`config.mk`:
```
export PLATFORM = sky130hd
export DESIGN_NAME = sp24_weight_encoder
export DESIGN_NICKNAME = d
export VERILOG_FILES = /design/src/rtl/sp24_pkg.sv /design/src/rtl/sp24_half_select.sv /design/src/rtl/sp24_weight_encoder.sv
export SDC_FILE = /design/constraint.sdc
export NUM_CORES = 1
export LEC_CHECK = 0
export ABC_AREA = 1
export BUFFER_PORTS_ARGS = -buffer_cell sky130_fd_sc_hd__buf_2
export CORE_ASPECT_RATIO = 1.75
export CORE_UTILIZATION = 54
export CTS_BUF_LIST = sky130_fd_sc_hd__clkbuf_4
export CTS_CLUSTER_DIAMETER = 30
export DETAILED_ROUTE_END_ITERATION = 16
export PLACE_DENSITY = 0.82
export REMOVE_ABC_BUFFERS = 1
export SLEW_MARGIN = 10
export SYNTH_ARGS = -nofsm -noshare
export SYNTH_HDL_FRONTEND = slang
export SYNTH_SLANG_ARGS = --single-unit
```
`constraint.sdc`:
```
create_clock -name clk -period 4.9 [get_ports clk]
set_clock_uncertainty 0.2 [all_clocks]
set_input_delay 0.245 -clock clk [delete_from_list [all_inputs] [get_ports clk]]
set_output_delay 0.245 -clock clk [all_outputs]
set_load 0.01 [all_outputs]
```
`src/rtl/sp24_pkg.sv`:
```
// rtl/sp24_pkg.sv - shared constants, half-selection type and magnitude helper for the 2:4 encoder
package sp24_pkg;

  localparam int LANES = 4;
  localparam int HALF  = 4;
  localparam int IDX_W = 2;
  localparam int W_W   = 8;

  // Result of compressing one 4-weight half down to two kept weights.
  // idx0 < idx1 always; w0/w1 are the weights found at those positions.
  typedef struct packed {
    logic [IDX_W-1:0] idx0;
    logic [IDX_W-1:0] idx1;
    logic [W_W-1:0]   w0;
    logic [W_W-1:0]   w1;
    logic             lossy;
  } half_sel_t;

  // Unsigned magnitude of an int8; -128 maps to 8'h80 (128) without overflow.
  function automatic logic [W_W-1:0] abs8(input logic [W_W-1:0] w);
    return w[W_W-1] ? (~w + 1'b1) : w;
  endfunction

endpackage

```
`src/rtl/sp24_half_select.sv`:
```
// rtl/sp24_half_select.sv - picks the two weights kept from one 4-weight half
module sp24_half_select
  import sp24_pkg::*;
(
  input  logic [HALF*W_W-1:0] half_w,
  output half_sel_t           sel
);

  logic [W_W-1:0]  w   [HALF];
  logic [W_W-1:0]  mag [HALF];
  logic [HALF-1:0] keep;
  logic [2:0]      nz;
  logic [2:0]      beaten;
  logic            first;

  // Unpack the half into weights and their magnitudes.
  always_comb begin
    for (int i = 0; i < HALF; i++) begin
      w[i]   = half_w[i*W_W +: W_W];
      mag[i] = abs8(w[i]);
    end
  end

  // A position is kept when fewer than two others outrank it. Rank is by
  // magnitude with the lower position winning ties; because zeros have the
  // smallest magnitude this single ordering also keeps every nonzero when there
  // are at most two and pads with the lowest zero positions.
  always_comb begin
    keep   = '0;
    nz     = '0;
    beaten = '0;
    for (int i = 0; i < HALF; i++) begin
      beaten = '0;
      if (w[i] != '0) nz = nz + 3'd1;
      for (int j = 0; j < HALF; j++) begin
        if (j != i) begin
          if ((mag[j] > mag[i]) || ((mag[j] == mag[i]) && (j < i))) begin
            beaten = beaten + 3'd1;
          end
        end
      end
      keep[i] = (beaten < 3'd2);
    end
  end

  // Exactly two positions are kept; scanning upward yields ascending indices.
  always_comb begin
    sel   = '0;
    first = 1'b1;
    for (int i = 0; i < HALF; i++) begin
      if (keep[i]) begin
        if (first) begin
          sel.idx0 = IDX_W'(i);
          sel.w0   = w[i];
          first    = 1'b0;
        end else begin
          sel.idx1 = IDX_W'(i);
          sel.w1   = w[i];
        end
      end
    end
    sel.lossy = (nz > 3'd2);
  end

endmodule

```
`src/rtl/sp24_weight_encoder.sv`:
```
// rtl/sp24_weight_encoder.sv - two-stage streaming 2:4 sparsity compressor with lossy-half counter
module sp24_weight_encoder
  import sp24_pkg::*;
#(
  parameter int CNT_W = 16
) (
  input  logic                    clk,
  input  logic                    rst,
  input  logic                    in_valid,
  output logic                    in_ready,
  input  logic [2*HALF*W_W-1:0]   in_dense,
  output logic                    out_valid,
  input  logic                    out_ready,
  output logic [LANES*W_W-1:0]    out_weight,
  output logic [LANES*IDX_W-1:0]  out_idx,
  output logic                    out_lossy,
  output logic [CNT_W-1:0]        lossy_cnt,
  input  logic                    cnt_clr
);

  half_sel_t        sel_a;
  half_sel_t        sel_b;
  half_sel_t        s1_a;
  half_sel_t        s1_b;
  logic             s1_valid;
  logic [1:0]       s2_nlossy;
  logic             s2_adv;
  logic             s1_adv;
  logic             out_fire;
  logic [CNT_W:0]   cnt_sum;

  sp24_half_select u_half_a (
    .half_w (in_dense[HALF*W_W-1:0]),
    .sel    (sel_a)
  );

  sp24_half_select u_half_b (
    .half_w (in_dense[2*HALF*W_W-1:HALF*W_W]),
    .sel    (sel_b)
  );

  // A stage may load when the stage after it is empty or draining this cycle.
  assign s2_adv   = ~out_valid | out_ready;
  assign s1_adv   = ~s1_valid | s2_adv;
  assign in_ready = s1_adv;
  assign out_fire = out_valid & out_ready;
  assign cnt_sum  = {1'b0, lossy_cnt} + (CNT_W+1)'(s2_nlossy);

  // Stage 1: capture the per-half selections of the accepted dense beat.
  always_ff @(posedge clk) begin
    if (rst) begin
      s1_valid <= 1'b0;
      s1_a     <= '0;
      s1_b     <= '0;
    end else if (s1_adv) begin
      s1_valid <= in_valid;
      if (in_valid) begin
        s1_a <= sel_a;
        s1_b <= sel_b;
      end
    end
  end

  // Stage 2: pack lanes into the output format; held while stalled.
  always_ff @(posedge clk) begin
    if (rst) begin
      out_valid  <= 1'b0;
      out_weight <= '0;
      out_idx    <= '0;
      out_lossy  <= 1'b0;
      s2_nlossy  <= '0;
    end else if (s2_adv) begin
      out_valid <= s1_valid;
      if (s1_valid) begin
        out_weight <= {s1_b.w1, s1_b.w0, s1_a.w1, s1_a.w0};
        out_idx    <= {s1_b.idx1, s1_b.idx0, s1_a.idx1, s1_a.idx0};
        out_lossy  <= s1_a.lossy | s1_b.lossy;
        s2_nlossy  <= {1'b0, s1_a.lossy} + {1'b0, s1_b.lossy};
      end
    end
  end

  // Saturating count of pruned halves, bumped at the output handshake; clear wins.
  always_ff @(posedge clk) begin
    if (rst) begin
      lossy_cnt <= '0;
    end else if (cnt_clr) begin
      lossy_cnt <= '0;
    end else if (out_fire) begin
      lossy_cnt <= cnt_sum[CNT_W] ? '1 : cnt_sum[CNT_W-1:0];
    end
  end

endmodule
```
# [Word-level counts from Yosys, hierarchy flattened]
# Index checks and enable logic that the tools add are counted.
[totals] in_bits=69 output_inout_bits=59 register_bits=103 elab_cells=211
[classes] muxes=79 n_addsub=32 order_cmp=34 n_reduce_logical=23 n_bitwise=14 eq_ne=12
[op_table] op="8-bit greater-than comparator" count=24
[op_table] op="8-bit 2-to-1 mux" count=20
[op_table] op="20-bit 2-to-1 mux" count=6
[op_table] op="8-bit == test" count=12
[op_table] op="3-bit 2-to-1 mux" count=22
[op_table] op="8-bit by 1-bit adder with 8-bit output (second input constant)" count=8
[op_table] op="8-bit inverter" count=8
[op_table] op="8-bit nonzero test" count=8
[op_table] op="16-bit 2-to-1 mux" count=3
[op_table] op="3-bit by 1-bit adder with 3-bit output (second input constant)" count=12
[op_table] op="3-bit by 2-bit < comparator with 1-bit output (second input constant)" count=8
[op_table] op="2-bit 2-to-1 mux" count=12
[op_table] op="1-bit by 1-bit adder with 2-bit output (second input constant)" count=10
[op_table] op="16-bit by 2-bit adder with 17-bit output" count=1
[op_table] op="1-bit 2-to-1 mux" count=16
[op_table] op="1-bit logical OR" count=12
[op_table] op="3-bit by 2-bit greater-than comparator with 1-bit output (second input constant)" count=2
[op_table] op="2-bit AND reduction" count=2
[op_table] op="1-bit bitwise OR" count=3
[op_table] op="1-bit by 1-bit adder with 2-bit output" count=1
[op_table] op="1-bit inverter" count=2
[op_table] op="2-bit OR reduction" count=1
[op_table] op="1-bit AND" count=1

# [Longest topological paths before layout]
# Gate-level depths: netlist of run 1.
[logic_depth] word_depth=17 mapped_depth=29

# [By module]
# A second synthesis of run 1 with hierarchy kept.
[hier_totals] cells_unflattened=1619 hier_area_um2=10206.0
[by_module_without_submodules] module="sp24_weight_encoder" n_inst=1 area_per_inst_um2=4066.4 seq_area_each_um2=2062.0 cells_per_inst=541
[by_module_without_submodules] module="sp24_half_select (u_half_b)" n_inst=1 area_per_inst_um2=3091.7 seq_area_each_um2=0.0 cells_per_inst=539
[by_module_without_submodules] module="sp24_half_select (u_half_a)" n_inst=1 area_per_inst_um2=3047.9 seq_area_each_um2=0.0 cells_per_inst=539

# [Worst setup path before layout of run 1]
# No wires, ideal clock.
[synth_timing] kind="in2reg" start="in in_dense[1]" end="reg s1_a[8] (netlist name)" path_buffers=1 stages=19 t_arrival_ns=3.365 required_time_ns=4.633 setup_slack_ns=1.267 cell_sequence="nor2_2 -> nand3_2 -> or4_1 -> ha_1 -> o21ai_0 -> a21oi_1 -> nand3_1 -> o21bai_1 -> a21oi_1 -> inv_1 -> ha_1 -> o21ai_0 -> o21ai_2 -> clkbuf_1 -> nor2_2 -> nand3_1 -> nand3_1 -> nand2_1 -> a21oi_2"
[synth_via] elab_chain_cells=16
[synth_rtl] item="from (decl)" line="sp24_weight_encoder.sv:11" rtl="input logic [2*HALF*W_W-1:0] in_dense,"
[synth_rtl] item="8-bit inverter" line="sp24_pkg.sv:21" rtl="return w[W_W-1] ? (~w + 1'b1) : w;"
[synth_rtl] item="8-bit by 1-bit adder with 8-bit output" line="sp24_pkg.sv:21"
[synth_rtl] item="8-bit 2-to-1 mux (*)" line="sp24_pkg.sv:21"
[synth_rtl] item="8-bit greater-than comparator or 8-bit == test (tied branches)" line="sp24_half_select.sv:37" rtl="if ((mag[j] > mag[i]) || ((mag[j] == mag[i]) && (j < i))) begin"
[synth_rtl] item="1-bit 2-to-1 mux or 1-bit logical OR (tied branches)" line="sp24_half_select.sv:37"
[synth_rtl] item="1-bit by 1-bit adder with 2-bit output or 1-bit 2-to-1 mux (tied branches)" line="sp24_half_select.sv:38, sp24_half_select.sv:37"
[synth_rtl] item="3-bit 2-to-1 mux or 1-bit by 1-bit adder with 2-bit output (tied branches)" line="sp24_half_select.sv:37, sp24_half_select.sv:38"
[synth_rtl] item="3-bit by 1-bit adder with 3-bit output or 3-bit 2-to-1 mux (tied branches)" line="sp24_half_select.sv:38, sp24_half_select.sv:37"
[synth_rtl] item="3-bit 2-to-1 mux or 3-bit by 1-bit adder with 3-bit output (tied branches)" line="sp24_half_select.sv:37, sp24_half_select.sv:38"
[synth_rtl] item="3-bit by 2-bit < comparator with 1-bit output or 3-bit 2-to-1 mux (tied branches)" line="sp24_half_select.sv:42, sp24_half_select.sv:37"
[synth_rtl] item="8-bit 2-to-1 mux, or another cell as far along" line="sp24_half_select.sv:52" rtl="if (first) begin"
[synth_rtl] item="20-bit 2-to-1 mux or 1-bit 2-to-1 mux (tied branches)" line="sp24_half_select.sv:51" rtl="if (keep[i]) begin"
[synth_rtl] item="8-bit 2-to-1 mux" line="sp24_half_select.sv:52"
[synth_rtl] item="20-bit 2-to-1 mux" line="sp24_half_select.sv:51"
[synth_rtl] item="8-bit 2-to-1 mux" line="sp24_half_select.sv:52"
[synth_rtl] item="20-bit 2-to-1 mux (*)" line="sp24_half_select.sv:51"
[synth_rtl] item="to (signal assigned)" line="sp24_weight_encoder.sv:58" rtl="s1_a <= sel_a;"
[synth_rtl] item="to (decl)" line="sp24_weight_encoder.sv:23" rtl="half_sel_t s1_a;"
# Mark *: on every way between the ends. The rest lies on a longest branch, timed or not.
# A chain may end at the register's enable or synchronous reset.

# [Worst setup path after layout of run 1]
[layout_timing] start="in in_dense[48]" end="reg s1_b[9] (netlist name)"
[layout_via] elab_chain_cells=15
[layout_rtl] item="8-bit inverter" line="sp24_pkg.sv:21"
[layout_rtl] item="8-bit by 1-bit adder with 8-bit output" line="sp24_pkg.sv:21"
[layout_rtl] item="8-bit 2-to-1 mux" line="sp24_pkg.sv:21"
[layout_rtl] item="8-bit greater-than comparator" line="sp24_half_select.sv:37"
[layout_rtl] item="3-bit 2-to-1 mux" line="sp24_half_select.sv:37"
[layout_rtl] item="3-bit by 1-bit adder with 3-bit output" line="sp24_half_select.sv:38" rtl="beaten = beaten + 3'd1;"
[layout_rtl] item="3-bit 2-to-1 mux" line="sp24_half_select.sv:37"
[layout_rtl] item="3-bit by 2-bit < comparator with 1-bit output" line="sp24_half_select.sv:42" rtl="keep[i] = (beaten < 3'd2);"
[layout_rtl] item="16-bit 2-to-1 mux" line="sp24_half_select.sv:51"
[layout_rtl] item="8-bit 2-to-1 mux" line="sp24_half_select.sv:52"
[layout_rtl] item="20-bit 2-to-1 mux" line="sp24_half_select.sv:51"
[layout_rtl] item="8-bit 2-to-1 mux" line="sp24_half_select.sv:52"
[layout_rtl] item="20-bit 2-to-1 mux" line="sp24_half_select.sv:51"
[layout_rtl] item="8-bit 2-to-1 mux" line="sp24_half_select.sv:52"
[layout_rtl] item="20-bit 2-to-1 mux (*)" line="sp24_half_select.sv:51"
[layout_rtl] item="to (signal assigned)" line="sp24_weight_encoder.sv:59" rtl="s1_b <= sel_b;"
[layout_rtl] item="to (decl)" line="sp24_weight_encoder.sv:24" rtl="half_sel_t s1_b;"
# Marks and branches as above.

==> out/qor.yml, run 1 <==
worst_r2r_startpoint: "lossy_cnt[0]"
place_congestion: 1.09
reg2regPathDepth: 10
setup_tns_ps: 0
startpoint: "in_dense[48]"
nets: 1747
outcome: "completed"
cts_max_level: 3
clk_latency_ps: 450
cp-end-kind: "flop"
powerDensity_nw_per_um2: 284
grt_first_pass_wirelength_um: 47300
avgSynthCellArea_um2: 6.41
cts-root-buf: "clkbuf_4"
synth_area_leaders: "dfxtp_1, ha_1, nand2_1, inv_1, nor2_1"
area_growth_syn_to_layout_pct: 11.1
design.die.area_um2: 17700
critPathMaxFanout: 16
power.share.sequential_pct: 33.9
synthCells: 1446
clockBufferDepth: 2
cp_slowest_cell: "dlygate4sd3_1"
peakVddDrop_mv: 0.166
synth_top_area_share_pct: 22.2
cts.sinks: 103
setup_violations: 0
die_y_um: 175
cp_data_arrival_time_ps: 4670
fin_crit_sh_pct: 92.8
worstSetupPathType: "input pin to flop"
hold_viol_final: 0
die_w_um: 101
clock.fmax_mhz: 220
fin_crit_ps: 4550
row_count: 63
finalPower_uw: 2920
drv_slew: 0
port_buffers: 127
clkPwrFrac_pct: 14.8
path_clk_slew_ps: 130
layout_setup_ws_ps: 352
grt_max_degree: 52
yosys.area.top_type: "dfxtp_1"
wl_um: 30000
required_ps: 5030
dpl_cell_area_um2: 10100
async_reset_ff_share_pct: 0
holdPathStages: 5
vias_per_cell: 5.64
ios: 128
crit_top_cell: "inv_1"
rsz0062_at_grt: "no"
ys_seq_elements: 103
core_um2: 16900
wl_per_cell_um: 16.7
route.vias.total: 10095
track_usage_pct: 34.8
sw_frac_of_total_pct: 45.3
slew_headroom_pct: 24.8
ys_warn_count: 0
pre_cts_ws_ps: 369
postCtsSetupBuffers: 0
min-delay-start: "in_dense[14]"
min_to: "s1_a[7]"
drv_cap: 0
synth_area_um2: 9270
synth.distinct_cells: 44
critical-path-top-delay-family: "simple AND/OR/NAND/NOR gates"
start_util_pct: 55.0
min_path_type: "input pin to flop"
r2r-end: "lossy_cnt[9]"
start_kind: "input pin"
p_comb_share_pct: 51.4
synth_edf_count: 0
grt_overflow: 0
power_leakage_uw: 0.00529
internal-power_uw: 1600
numCtsBuffers: 9
fill_cells: 1693
drc: 0
cp_num_buf_inv: 7
dr.pass1.iters: 13
synthTopCellsByCount: "nand2_1, inv_1, nor2_1"
postLayoutCellArea_um2: 10300
ys_dominant_reg_cell: "dfxtp_1"
drtIter0Drc: 530
yosysMostFrequentCell: "nand2_1"
cts_tree: "done"
r2r_setup_slack_ps: 2200
antenna_found_initial: 1
dpl.hpwl_um: 24000
worstMarginPinSlew_ps: 1130
grt_pass1_vias: 9781
slowest_delay_ps: 530
drtAntennaViolNets: 0
drive_gt1_share_pct: 14.3
p_switching_uw: 1330
seq_area_frac_synth_pct: 22.2
-- worst min-delay path: cells and delay by family --
kind | cells | cell delay (ps)
AO/OA/AOI/OAI | 1 | 50
AND/OR/NAND/NOR | 3 | 220
buffers and inverters | 1 | 130
-- cells in the final DEF (no fill, tap or decap), drive strengths merged, types with 2 or more instances in the layout --
cell type	n
nand2	295
inv	221
nor2	176
buf	138
nand3	128
o21ai	122
ha	118
a21oi	108
dfxtp	103
xor2	36
nor3	22
nor4	10
clkbuf	10
clkinv	9
dlygate4sd3	9
nand4	9
o211ai	8
a31oi	5
or2	5
a211oi	5
o21bai	4
nand3b	4
o31ai	3
or4	2
a221oi	2
a311oi	2
xnor2	2
clkinvlp	2
-- power by group through the flow --
stage | Clock, uW | Sequential [uW] | Combinational [uW]
floorplan | 0 | 1000 | 1010
global placement | 0 | 1000 | 1420
CTS | 441 | 988 | 1470
detailed placement | 0 | 1010 | 1460
global route | 472 | 999 | 1690
finish | 431 | 990 | 1500
-- cells by family (layout without fill, tap and decap cells) --
kind of cell	Yosys count	after routing	share of synthesized area [%]
simple gates	651	651	31.0
buf+inv	273	390	11.6
fa+ha+maj	119	119	16.1
flops	103	103	22.2
compound gates	262	262	15.4
other cells	0	1	0
xor+xnor	38	38	3.59
-- routing by layer --
metal / global-route usage (%) / wire [um] / part of all wire (%)
met2: 61.8 / 15200 / 51
met3: 6.92 / 1920 / 6.4
met4: 33.3 / 3010 / 10
met5: 0 / 0 / 0
met1: 32.1 / 9840 / 33
-- flip-flops by register name, indices dropped and copies added, names as in the netlist, 2 cells and up --
name	flops
s2_nlossy	2
s1_b	21
out_idx	8
s1_a	21
lossy_cnt	16
out_weight	32
-- stage by stage --
| step | cells | utilization (%) | hold slack [ps] |
|---|---|---|---|
| 2_1_floorplan | 1401 | - | 107 |
| 3_3_place_gp | 1766 | 59.6 | 248 |
| 3_5_place_dp | 1766 | 59.6 | 254 |
| 4_1_cts | 1790 | 60.9 | 2.25 |
| 5_1_grt | 1791 | 61.1 | 24.1 |
| 6_report | 1791 | 61.1 | 29.8 |
-- area by class of cell --
cell class	count	area, um^2	share of cell area (%)
antenna	1	2.50	0.0243
clock buffer	10	75.1	0.729
clock inverter	5	57.6	0.559
inverter	228	858	8.33
multi-input combinational	1070	6160	59.7
sequential	103	2060	20.0
tap	227	284	2.76
timing repair buffer	147	808	7.84
-- timing repair --
item	CTS	global route
endpoints found under the setup margin	0	17
resized for setup	0	3
hold endpoints to repair	13	0
hold buffers	9	0
-- how the worst max path moves through the flow --
stage | end | slack [ps] | depth (start not counted)
after floorplan | s1_a[1] | 1120 | 23
after global placement | s1_b[16] | 460 | 27
after detailed placement | s1_b[9] | 370 | 27
after CTS | s1_b[9] | 290 | 27
after global routing | s1_b[9] | 10 | 27
final | s1_b[9] | 350 | 28
No activity file was read; power rests on OpenSTA's default activity.
==> inputs of run 2 (changes only) <==
- ABC_AREA: 1 -> default
==> run 2 against run 1 <==
  * Die area down 4.3%
  * Design area grew 0.73%
  * Cell count decreased by 17%
  * Largest cell class unchanged
  * Highest routed layer unchanged
==> out/qor.yml, run 2 <==
outcome: "completed"
numCtsBuffers: 9  # unchanged
final_common_cell: "nand2_1"
grt_overflow: 0  # unchanged
area_growth_syn_to_layout_pct: 17.0
clockBufferDepth: 2  # unchanged
instances_no_fill: 1489  # -17%
startpoint: "in_dense[41]"
clkPwrFrac_pct: 12.8  # -2.0 points
core_um2: 16000  # -5.4%
wl_um: 29400  # -2.0%
die_w_um: 98.9  # -2.2%
design.die.area_um2: 17000  # -4.3%
dpl.cell_count: 1442  # -18%
synth_edf_count: 0  # unchanged
antenna_found_initial: 1  # unchanged
fin_crit_ps: 4790  # +241 ps
yosys.area.top_type: "dfxtp_1"
synthCells: 1137  # -21%
ys_seq_elements: 103  # unchanged
dr.pass1.iters: 5  # -8
vias_per_cell: 6.24  # +11%
cts_max_level: 3  # unchanged
ios: 128  # unchanged
drc: 0  # unchanged
drv_slew: 0  # unchanged
synth.distinct_cells: 85  # +93%
sw_frac_of_total_pct: 43.3  # -2.1 points
seq_area_frac_synth_pct: 23.2  # +1.0 points
clk_latency_ps: 450  # about the same
hold_ws_ps: 31.9  # +2.12 ps
start_kind: "input pin"
synth_simple_gate_area_share_pct: 22.3  # -8.8 points
route.vias.total: 9291  # -8.0%
power_leakage_uw: 0.00463  # -12%
port_buffers: 127  # unchanged
hold_viol_final: 0  # unchanged
ys_dominant_reg_cell: "dfxtp_1"
synth_top_family_by_area: "compound AO/OA/AOI/OAI gates"
yosysMostFrequentCell: "nand2_1"
async_reset_ff_share_pct: 0  # unchanged
worstSetupPathType: "input pin to flop"
die_y_um: 172  # -2.2%
muxShareOfSynthArea_pct: 0.564  # +0.56 points
row_count: 61  # -3.2%
synth_top_area_share_pct: 23.2  # +1.0 points
grt_pass1_vias: 9118  # -6.8%
largestRegisters: "out_weight x32, s1_a x21, s1_b x21"
place_congestion: 1.01  # -7.8%
nets: 1483  # -15%
worst_r2r_startpoint: "lossy_cnt[0]"
largest_reg_flops: 32  # unchanged
grt_first_pass_wirelength_um: 45300  # -4.3%
drive_gt1_share_pct: 16.8  # +2.5 points
peakVddDrop_mv: 0.144  # -13%
top_register: "out_weight"
min-delay-start: "in_dense[8]"
setup_violations: 0  # unchanged
p_comb_share_pct: 55.0  # +3.6 points
worstMarginPinSlew_ps: 1100  # -29.2 ps
setup_tns_ps: 0  # unchanged
grt_max_degree: 78  # +50%
slew_headroom_pct: 26.6  # +1.8 points
synthTopCellsByCount: "nand2_1, ha_1, dfxtp_1"
fill_cells: 1443  # -15%
cts.sinks: 103  # unchanged
synth-compound-area-share_pct: 24.4  # +9.0 points
drtAntennaViolNets: 0  # unchanged
finalPower_uw: 3100  # +6.0%
powerDensity_nw_per_um2: 298  # +5.2%
layout_common_cells: "nand2_1, buf_2, ha_1"
cts-root-buf: "clkbuf_4"
synth_xor_area_share_pct: 6.12  # +2.5 points
dpl.hpwl_um: 23000  # -4.4%
critPathMaxFanout: 9  # -7
ys_warn_count: 0  # unchanged
wl_per_cell_um: 19.7  # +18%
power.share.sequential_pct: 32.2  # -1.7 points
drtIter0Drc: 460  # -13%
p_switching_uw: 1340  # +1.2%
required_ps: 5060  # +30 ps
clock.fmax_mhz: 209  # -5.0%
synth_area_um2: 8870  # -4.3%
avgSynthCellArea_um2: 7.80  # +22%
track_usage_pct: 34.5  # -0.32 points
cp_data_arrival_time_ps: 4950  # +280 ps
min_path_type: "input pin to flop"
fin_crit_sh_pct: 97.7  # +4.9 points
path_clk_slew_ps: 160  # +30 ps
synth_area_leaders: "dfxtp_1, ha_1, nand2_1, a21oi_1, xnor2_1"
drv_cap: 0  # unchanged
cts_tree: "done"
synth_fa_ha_area_share_pct: 17.6  # +1.4 points
internal-power_uw: 1760  # +10%
cp-end-kind: "flop"
start_util_pct: 55.6  # +0.63 points
[run 2: timing repair]
item	4_1_cts	5_1_grt
hold buffers	29	0
hold endpoints to repair	34	0
endpoints found under the setup margin	0	22
resized for setup	0	12
setup buffers	0	1
[run 2: metrics by stage]
| step | util, % | setup WS, ps | cell area (um^2) |
|---|---|---|---|
| 3_3_place_gp | 62.1 | 222 | 9910 |
| 6_report | 65.1 | 111 | 10400 |
| 4_1_cts | 64.7 | 191 | 10300 |
| 5_1_grt | 65.1 | -32.0 | 10400 |
| 2_1_floorplan | - | -170 | 8660 |
| 3_5_place_dp | 62.1 | 164 | 9910 |
[run 2: layer usage]
metal | up-vias | share of wire (%) | track usage (%)
li1 | 4433 | - | -
met1 | 4334 | 33 | 30.9
met2 | 379 | 51 | 64.7
met3 | 145 | 5.3 | 4.96
met4 | 0 | 10 | 33.5
met5 | - | 0 | 0
[run 2: cells by family after synthesis]
group                    Yosys count
multiplexers                       5
flip-flops                       103
AND/OR/NAND/NOR                  389
buffers and inverters            135
XOR/XNOR                          59
AO/OA/AOI/OAI                    321
adder cells (fa/ha/maj)          125
[run 2: final cells by class]
class	count	area [um^2]	share of cell area (%)
tap	189	236	2.28
clock buffer	10	75.1	0.723
timing repair buffer	200	1290	12.5
inverter	82	308	2.97
antenna	1	2.50	0.0241
sequential	103	2060	19.9
clock inverter	5	42.5	0.410
multi-input combinational	899	6360	61.3
[run 2: worst max-delay path, cell delays in order]
cell and delay (ps):
dlygate4sd3_1 530, buf_2 160, inv_1 60, ha_1 180, nand2b_1 170, xnor2_2 420
inv_1 130, ha_1 330, o21a_1 110, o21ai_0 150, nand2b_1 80, a21oi_1 160
o21ai_0 80, o21ai_0 180, inv_1 140, ha_1 300, o31ai_1 270, o31a_1 320
nor4_4 80, buf_4 190, a221oi_1 310, o22ai_1 150, a22o_1 200
[run 2: worst paths after layout]
| check | endpoint | slack (ps) | depth (start not counted) |
|---|---|---|---|
| setup reg to reg | lossy_cnt[11] | 2070 | 7 |
| hold / removal | s1_a[1] | 30 | 4 |
| setup / recovery | s1_b[16] | 110 | 23 |
| hold reg to reg | out_weight[7] | 250 | 2 |
[run 2: power groups by stage]
stage	clock [uW]	sequential, uW	combinational (uW)
finish	397	997	1700
global route	440	1010	1840
CTS	407	994	1630
detailed placement	0	1010	1610
global placement	0	1010	1570
floorplan	0	1000	995
==> inputs of run 3 (changes only) <==
- CAP_MARGIN: default -> 10
- CTS_BUF_LIST: sky130_fd_sc_hd__clkbuf_4 -> sky130_fd_sc_hd__clkbuf_8
- PLACE_DENSITY: 0.82 -> 0.76
==> run 3 against run 2 <==
  * Setup slack improved by 100 ps
  * Register-to-register slack improved by 70 ps
  * Sequential power barely moved
  * Critical path depth fell by 3
  * Wire length rose by 0.40%
  * Hold slack got worse by 8.2 ps
  * Non-clock buffer count fell by 17
  * Cell count fell by 1.1%
  * Die area did not move
  * Fmax rose by 2.2%
  * Highest routed layer unchanged
==> out/qor.yml, run 3 (same netlist as run 2, synthesis figures left out) <==
r2r-end: "s1_a[4]"
dpl.cell_count: 1452  # +0.69%
port_buffers: 127  # unchanged
worstSetupPathType: "input pin to flop"
setup_violations: 0  # unchanged
drtIter0Drc: 449  # -2.4%
grt_pass1_vias: 8761  # -3.9%
ios: 128  # unchanged
setup_tns_ps: 0  # unchanged
drv_slew: 0  # unchanged
r2r_setup_slack_ps: 2140  # +70 ps
cts.sinks: 103  # unchanged
area_growth_syn_to_layout_pct: 15.0
nets: 1466  # -1.1%
powerDensity_nw_per_um2: 316  # +6.0%
track_usage_pct: 35.3  # +0.83 points
cp_slowest_cell: "or4_1"
row_count: 61  # unchanged
cp_num_buf_inv: 5  # -1
power_leakage_uw: 0.00458  # -1.0%
top_register: "out_weight"
place_congestion: 1.06  # +5.4%
fin_crit_sh_pct: 95.7  # -2.1 points
critical-path-top-delay-family: "compound AO/OA/AOI/OAI gates"
grt_first_pass_wirelength_um: 45300  # about the same
critPathMaxFanout: 9  # unchanged
numCtsBuffers: 9  # unchanged
drv_cap: 0  # unchanged
fin_crit_ps: 4690  # -102 ps
drc: 0  # unchanged
route.vias.total: 9088  # -2.2%
clk_latency_ps: 370  # -80 ps
grt_overflow: 0  # unchanged
dr.pass1.iters: 6  # +1
fill_cells: 1483  # +2.8%
min-delay-start: "in_dense[9]"
cts-root-buf: "clkbuf_8"
cts_tree: "done"
final_common_cell: "nand2_1"
path_clk_slew_ps: 110  # -50 ps
grt_max_degree: 76  # -2.6%
rsz0062_at_grt: "no"
start_kind: "input pin"
clockBufferDepth: 2  # unchanged
finalPower_uw: 3230  # +4.2%
worstMarginPinSlew_ps: 1140  # +47.7 ps
min_path_type: "input pin to flop"
reg2regPathDepth: 7  # unchanged
cp_cell_sequence: "dlygate4sd3_1, buf_2, or4_1, o21a_1, xor2_1, buf_4, ha_1, a21o_1, a21oi_1, o21ai_0, o21ai_0, inv_1, ha_1, a211oi_1, o22a_1, o21ai_2, buf_4, o211ai_1, o21ai_0, a211oi_1"
start_util_pct: 55.6  # unchanged
slew_headroom_pct: 23.0  # -3.6 points
drtAntennaViolNets: 0  # unchanged
instances_no_fill: 1472  # -1.1%
postCtsSetupBuffers: 0  # unchanged
required_ps: 5000  # -60 ps
core_um2: 16000  # unchanged
slowest_delay_ps: 570  # +40 ps
die_y_um: 172  # unchanged
antenna_found_initial: 0  # -1
min_to: "s1_a[2]"
holdPathStages: 3  # -1
worst_r2r_startpoint: "out_valid"
vias_per_cell: 6.17  # -1.1%
largest_reg_flops: 32  # unchanged
cp-end-kind: "flop"
final_util_pct: 64.0  # -1.1 points
clock.fmax_mhz: 213  # +2.2%
regArea_um2: 2060  # unchanged
wl_um: 29500  # +0.40%
layout_common_cells: "nand2_1, buf_2, ha_1"
drive_gt1_share_pct: 17.5  # +0.75 points
hold_ws_ps: 23.7  # -8.19 ps
design.die.area_um2: 17000  # unchanged
diodes: 0  # -1
cts_max_level: 3  # unchanged
crit_top_cell: "o21ai_0"
cp_data_arrival_time_ps: 4780  # -170 ps
outcome: "completed"
multiInputGateArea_um2: 6330  # -0.51%
die_w_um: 98.9  # unchanged
largestRegisters: "out_weight x32, s1_a x21, s1_b x21"
peakVddDrop_mv: 0.172  # +20%
dpl.hpwl_um: 23800  # +3.6%
wl_per_cell_um: 20.0  # +1.6%
hold_viol_final: 0  # unchanged
==> run 3: final cells by class <==
class,count,area share (%)
multi-input combinational,899,62.0
sequential,103,20.2
timing repair buffer,183,10.5
inverter,82,3.02
tap,189,2.32
clock buffer,9,1.21
clock inverter,7,0.773
==> run 3: through the flow <==
| stage | area [um^2] | setup WS, ps |
|---|---|---|
| detailed placement | 9940 | 159 |
| global placement | 9940 | 201 |
| finish | 10200 | 213 |
| floorplan | 8660 | -170 |
| CTS | 10200 | 225 |
| global route | 10200 | 63.1 |
==> run 3: worst min-delay path, delay by kind of cell <==
family	cells	cell delay [ps]
AOI/OAI and AO/OA	2	200
buffers and inverters	1	120
==> run 3: layer usage <==
layer | vias up | routed length (um) | global-route usage (%)
li1 | 4397 | - | -
met1 | 4225 | 9930 | 33.2
met2 | 339 | 15200 | 65.8
met3 | 127 | 1300 | 4.10
met4 | 0 | 3000 | 33.0
met5 | - | 0 | 0
==> run 3: repair_timing <==
| action | CTS | global route |
|---|---|---|
| resized for setup | 0 | 4 |
| endpoints found under the setup margin | 0 | 4 |
| hold endpoints to repair | 4 | 0 |
| hold buffers | 4 | 0 |
==> run 3: worst max path at each step <==
stage / start / to / slack, ps / depth (start not counted)
finish: in_dense[21] / s1_a[14] / 210 / 20
CTS: in_dense[21] / s1_a[13] / 230 / 20
floorplan: in_dense[33] / s1_b[16] / -170 / 16
global route: in_dense[21] / s1_a[14] / 60 / 21
global placement: in_dense[8] / s1_a[14] / 200 / 22
detailed placement: in_dense[36] / s1_b[5] / 160 / 16
==> run 3: power by group <==
group / switching, uW / leakage (uW) / internal [uW] / total, uW
registers: 57.6 / 0.000840 / 937 / 994
logic: 983 / 0.00364 / 695 / 1680
clock network: 312 / 0.000104 / 243 / 554
